`config.mk`:
```
export PLATFORM = sky130hd
export DESIGN_NAME = fp_norm_round
export DESIGN_NICKNAME = d
export VERILOG_FILES = /design/src/rtl/fp32_pkg.sv /design/src/rtl/fp_round_rne.sv /design/src/rtl/fp_norm_round.sv
export SDC_FILE = /design/constraint.sdc
export NUM_CORES = 1
export LEC_CHECK = 0
export CAP_MARGIN = 25
export CORE_MARGIN = 2
export CORE_UTILIZATION = 50
export DETAILED_ROUTE_END_ITERATION = 8
export PLACE_DENSITY = 0.83
export SLEW_MARGIN = 10
export SYNTH_ARGS = -nofsm -noshare
export SYNTH_HDL_FRONTEND = slang
export SYNTH_SLANG_ARGS = --single-unit
```
`constraint.sdc`:
```
create_clock -name clk -period 3.35 [get_ports clk]
set_clock_uncertainty 0.05 [all_clocks]
set_input_delay 0.67 -clock clk [delete_from_list [all_inputs] [get_ports clk]]
set_output_delay 0.67 -clock clk [all_outputs]
set_load 0.05 [all_outputs]
```
`src/rtl/fp32_pkg.sv`:
```
// Shared binary32 constants and the stage-1 payload type for the post-add
// normalizer/rounder datapath.
package fp32_pkg;

  localparam int unsigned EXP_W   = 8;
  localparam int unsigned FRAC_W  = 23;
  localparam int unsigned MANT_W  = 27;
  localparam int unsigned BIAS    = 127;
  localparam int unsigned EXP_MAX = 255;

  // Internal exponent is two's complement so post-shift underflow is visible.
  localparam int unsigned EXP10_W = 10;
  localparam int unsigned SHAMT_W = 5;

  // Normalized beat held between shift/adjust and round/pack.
  typedef struct packed {
    logic               sign;
    logic [EXP10_W-1:0] exp10;   // signed value, stored as raw bits
    logic [MANT_W-1:0]  mant27;  // [26] hidden, [25:3] frac, [2] G, [1] R, [0] S
    logic               is_zero;
  } s1_payload_t;

endpackage

```
`src/rtl/fp_round_rne.sv`:
```
// Combinational round-to-nearest-even and binary32 pack.
// Ports:
//   sign, exp10 (signed biased exponent), mant (normalized 27-bit G/R/S mantissa),
//   is_zero (exact zero) -> result_c (packed binary32).
// Macro FP_NORM_DENORM_EN: defined = gradual underflow, undefined = flush to zero.
module fp_round_rne
  import fp32_pkg::*;
(
  input  logic               sign,
  input  logic [EXP10_W-1:0] exp10,
  input  logic [MANT_W-1:0]  mant,
  input  logic               is_zero,
  output logic [31:0]        result_c
);

  logic signed [EXP10_W-1:0] exp_s;
  logic signed [EXP10_W-1:0] exp_r;
  logic                      denorm;
  logic [MANT_W-1:0]         mant_r;
  logic                      round_up;
  logic [FRAC_W+1:0]         sig;

  assign exp_s  = $signed(exp10);
  // Underflow is judged on the pre-rounding exponent.
  assign denorm = (exp_s <= 10'sd0);

`ifdef FP_NORM_DENORM_EN
  logic signed [EXP10_W-1:0] dist;
  logic [SHAMT_W-1:0]        shift;
  logic [MANT_W-1:0]         lost_mask;

  // Denormalize: shift right by (1 - exp), folding lost bits into sticky.
  always_comb begin
    dist      = 10'sd1 - exp_s;
    shift     = '0;
    lost_mask = '0;
    mant_r    = mant;
    if (denorm) begin
      shift     = (dist > 10'sd27) ? 5'd27 : dist[SHAMT_W-1:0];
      lost_mask = MANT_W'((28'd1 << shift) - 28'd1);
      mant_r    = mant >> shift;
      mant_r[0] = mant_r[0] | (|(mant & lost_mask));
    end
  end
`else
  logic sig_hidden_unused;

  assign mant_r            = mant;
  assign sig_hidden_unused = sig[FRAC_W];
`endif

  // RNE: round up on G unless it is an exact tie with an even LSB.
  assign round_up = mant_r[2] & (mant_r[1] | mant_r[0] | mant_r[3]);
  assign sig      = {1'b0, mant_r[MANT_W-1:3]} + (FRAC_W+2)'(round_up);
  // A carry out of the 24-bit significand leaves sig = 1.0 and bumps exponent.
  assign exp_r    = exp_s + $signed({{(EXP10_W-1){1'b0}}, sig[FRAC_W+1]});

  // Pack with priority: exact zero, underflow, overflow to Inf, normal.
  always_comb begin
    result_c = '0;
    if (is_zero) begin
      result_c = '0;
    end else if (denorm) begin
`ifdef FP_NORM_DENORM_EN
      // sig[23] set after rounding means the value reached the smallest normal.
      result_c = {sign, 7'd0, sig[FRAC_W:0]};
`else
      result_c = {sign, 31'd0};
`endif
    end else if (exp_r >= $signed(EXP10_W'(EXP_MAX))) begin
      result_c = {sign, EXP_W'(EXP_MAX), 23'd0};
    end else begin
      result_c = {sign, exp_r[EXP_W-1:0], sig[FRAC_W-1:0]};
    end
  end

endmodule

```
`src/rtl/fp_norm_round.sv`:
```
// Post-add normalizer and rounder: two-stage valid/ready pipeline that shifts
// the raw adder magnitude, adjusts the exponent, rounds RNE and packs binary32.
// Ports:
//   clk, rst (sync, active-high)
//   in_valid/in_ready, in_sign, in_exp, in_cout, in_mant, in_shamt, in_zero
//   out_valid/out_ready, out_result
// Macro FP_NORM_DENORM_EN (in fp_round_rne) selects gradual underflow.
module fp_norm_round
  import fp32_pkg::*;
(
  input  logic               clk,
  input  logic               rst,
  input  logic               in_valid,
  output logic               in_ready,
  input  logic               in_sign,
  input  logic [EXP_W-1:0]   in_exp,
  input  logic               in_cout,
  input  logic [MANT_W-1:0]  in_mant,
  input  logic [SHAMT_W-1:0] in_shamt,
  input  logic               in_zero,
  output logic               out_valid,
  input  logic               out_ready,
  output logic [31:0]        out_result
);

  s1_payload_t s1_d;
  s1_payload_t s1_q;
  logic        s1_valid;
  logic        s1_advance;
  logic        s2_open;
  logic [31:0] rnd_result_c;

  // Shift/adjust: carry-out takes a 1-bit right shift, else normalize left.
  always_comb begin
    s1_d      = '0;
    s1_d.sign = in_sign;
    if (in_cout) begin
      s1_d.mant27 = {1'b1, in_mant[MANT_W-1:2], in_mant[1] | in_mant[0]};
      s1_d.exp10  = EXP10_W'(in_exp) + 10'd1;
    end else begin
      s1_d.mant27 = in_mant << in_shamt;
      s1_d.exp10  = EXP10_W'(in_exp) - EXP10_W'(in_shamt);
    end
    s1_d.is_zero = in_zero & ~in_cout;
  end

  // Handshake: each stage advances when the next is empty or draining.
  assign s2_open    = ~out_valid | out_ready;
  assign s1_advance = s1_valid & s2_open;
  assign in_ready   = ~s1_valid | s1_advance;

  fp_round_rne u_round (
    .sign     (s1_q.sign),
    .exp10    (s1_q.exp10),
    .mant     (s1_q.mant27),
    .is_zero  (s1_q.is_zero),
    .result_c (rnd_result_c)
  );

  // Pipeline registers; payloads only load with a valid beat so a stalled
  // result stays stable.
  always_ff @(posedge clk) begin
    if (rst) begin
      s1_valid   <= 1'b0;
      s1_q       <= '0;
      out_valid  <= 1'b0;
      out_result <= '0;
    end else begin
      if (in_ready) begin
        s1_valid <= in_valid;
        if (in_valid) s1_q <= s1_d;
      end
      if (s2_open) begin
        out_valid <= s1_valid;
        if (s1_valid) out_result <= rnd_result_c;
      end
    end
  end

endmodule
```
==> results.sh <==
export IMPL_clk_pin_slew_ns=0.08
export IMPL_synthArstFlopShare_pct=0
export IMPL_final_layout_size_suffix_gt1_share_pct=15.3
export IMPL_hold_violations=0
export IMPL_drtAntennaViolNets=0
export IMPL_grt_overflow=0
export IMPL_total_power_mw=2.17
export IMPL_yosys_top_cells_area="dfxtp_1, mux2i_1, nand2_1"
export IMPL_routed_wl_um=14700
export IMPL_grt_max_degree=40
export IMPL_core_area_um2=9860
export IMPL_crit_arrival_ns=3.37
export IMPL_crit_type="register to register"
export IMPL_grt_pass1_vias=4695
export IMPL_worstPathRequired_ns=3.53
export IMPL_final_common_cell="clkdlybuf4s50_1"
export IMPL_drt_pass1_iterations=5
export IMPL_cts_root_buf="clkbuf_8"
export IMPL_p_leak_nw=2.34
export IMPL_cp_max_fo=12
export IMPL_ir_worst_vdd_uv=155
export IMPL_gr_usage_all_layers_pct=26.5
export IMPL_slew_viol_final=0
export IMPL_pwr_density_cell_nw_per_um2=344
export IMPL_mostFrequentLayoutCells="clkdlybuf4s50_1, nand2_1, dfxtp_1"
export IMPL_dpl_hpwl_um=11200
export IMPL_cts_sinks=73
export IMPL_synth_edf_count=0
export IMPL_setup_tns_ns=0
export IMPL_place_congestion=0.990
export IMPL_antennaDiodeCount=0
export IMPL_nNetsFinal=753
export IMPL_antenna_found_initial=0
export IMPL_synth_ff_type="dfxtp_1"
export IMPL_clock_fmax_mhz=313
export IMPL_start_util_pct=51.9
export IMPL_synth_top_cell_area_share_pct=28.5
export IMPL_maxCapViolCount=0
export IMPL_cts_inserted_buffers=9
export IMPL_r2r_slack_ns=0.16
export IMPL_die_height_um=105
export IMPL_portBuffers=80
export IMPL_h_tree_depth=3
export IMPL_syn_instance_count=619
export IMPL_finalInstanceArea_um2=6310
export IMPL_postSynthAreaPerCell_um2=8.28
export IMPL_post_cts_buffers=0
export IMPL_fin_crit_sh_pct=95.3
export IMPL_synth_yosys_seq_area_share_pct=28.5
export IMPL_synthToLayoutAreaGrowth_pct=23.1
export IMPL_avgViaCountPerCell=6.01
export IMPL_rsz0062_at_grt="false"
export IMPL_cp_start_kind="register"
export IMPL_hold_class="register to register"
export IMPL_num_vias=5011
export IMPL_placed_cell_area_um2=6070
export IMPL_tightest_slew_ns=0.839
export IMPL_worst_skew_pair_late_latency_ns=0.35
export IMPL_synth_seq_cells=73
export IMPL_synth_area_leader_cell="dfxtp_1"
export IMPL_placementRows=36
export IMPL_slew_headroom_pct=43.6
export IMPL_synth_fp_nets=676
export IMPL_crit_path_end_kind="register"
export IMPL_drc_errors=0
export IMPL_yosysUniqueCellTypes=73
export IMPL_yosys_warnings=0
export IMPL_finalSetupViolCount=0
export IMPL_grt_pass1_wl_um=23800
export IMPL_dr_first_iter_drc_count=346
export IMPL_syn_area_um2=5120
export IMPL_clockBufferDepth=2
export IMPL_tritoncts="done"
export IMPL_hold_buffers=0
export IMPL_utilization_pct=63.9
export IMPL_routedWlPerCell_um=17.6
export IMPL_dieArea_um2=11100
export IMPL_io_pins=81
export IMPL_die_w_um=105
export IMPL_min_period_ns=3.19
export IMPL_status="finished clean"
power by group:
part / internal, mW / switching (mW) / leakage [nW]
clock network: 0.286 / 0.323 / 0.0891
logic: 0.250 / 0.343 / 1.66
registers: 0.915 / 0.0533 / 0.598
cells in the mapped netlist, types with 4 or more instances:
library cell,count
dfxtp_1,73
nand2_1,72
nor2_1,57
a21oi_1,40
mux2i_1,37
o21ai_0,28
nor3_1,27
xor2_1,20
clkbuf_1,19
o21ai_2,18
nand3_1,16
a221oi_1,13
inv_1,13
xnor2_1,13
a211oi_1,12
buf_2,12
mux2_2,11
ha_1,9
nand4_1,8
a22oi_1,6
nand3b_1,6
o21ai_1,6
and2_1,5
mux2_4,5
nand2b_1,5
and4_1,4
buf_1,4
mux4_2,4
nor2b_1,4
nor3b_1,4
flip-flops by register name (all words and copies together) (netlist names):
| name | count |
|---|---|
| s1_q | 39 |
| out_valid | 1 |
| out_result | 32 |
| s1_valid | 1 |
what timing repair did:
| item | in CTS | in global routing |
|---|---|---|
| pin swaps | 0 | 7 |
| setup endpoints to repair | 3 | 30 |
| resized for setup | 1 | 16 |
| gates cloned | 1 | 0 |
cells by family (layout without fill, tap and decap cells):
kind of cell / after synthesis / in the layout / share of synthesized area, %
AND/OR/NAND/NOR: 228 / 229 / 21.7
AO/OA/AOI/OAI: 161 / 161 / 22.5
flip-flops: 73 / 73 / 28.5
multiplexers: 58 / 58 / 13.4
buffers and inverters: 56 / 137 / 5.71
XOR/XNOR: 33 / 33 / 5.64
adder cells (fa/ha/maj): 10 / 10 / 2.59
metrics by stage:
stage	instances	hold WS (ns)	worst slack [ns]
after global placement	817	0.388	0.109
final	834	0.406	0.159
after detailed placement	817	0.396	-0.00571
after CTS	834	0.410	0.0447
after floorplan	619	0.380	0.0192
after global routing	834	0.422	0.00629
final timing paths:
check | startpoint | endpoint | cells after the start
worst max-delay path | s1_q[14] | out_result[10] | 12
worst min-delay path | out_result[8] | out_result[8] | 2
worst max register to register | s1_q[14] | out_result[10] | 12
worst min register to register | out_result[8] | out_result[8] | 2
worst max-delay path, cell delays in order, from the launching register on:
cell	delay, ns
dfxtp_1	0.40
and4_1	0.28
and4_2	0.29
nor2b_2	0.19
nand3_2	0.13
nor2_4	0.14
ha_2	0.19
nand4_1	0.13
nor3_2	0.24
mux2_4	0.33
a211oi_4	0.25
nand2b_4	0.31
o21ai_0	0.13
per-layer routing:
metal | global-route usage (%) | share of wire [%]
met2 | 42.0 | 46
met4 | 10.6 | 2.4
met1 | 36.6 | 45
met5 | 0 | 0
met3 | 3.22 | 5.9
final cells by class:
cell class	count	area [um2]
Fill cell	844	3560
Multi-Input combinational cell	491	3430
Sequential cell	73	1460
Timing Repair Buffer	106	1020
Tap cell	133	166
Clock buffer	11	141
Inverter	15	56.3
Clock inverter	5	31.3
(Power assumes the default switching activity.)
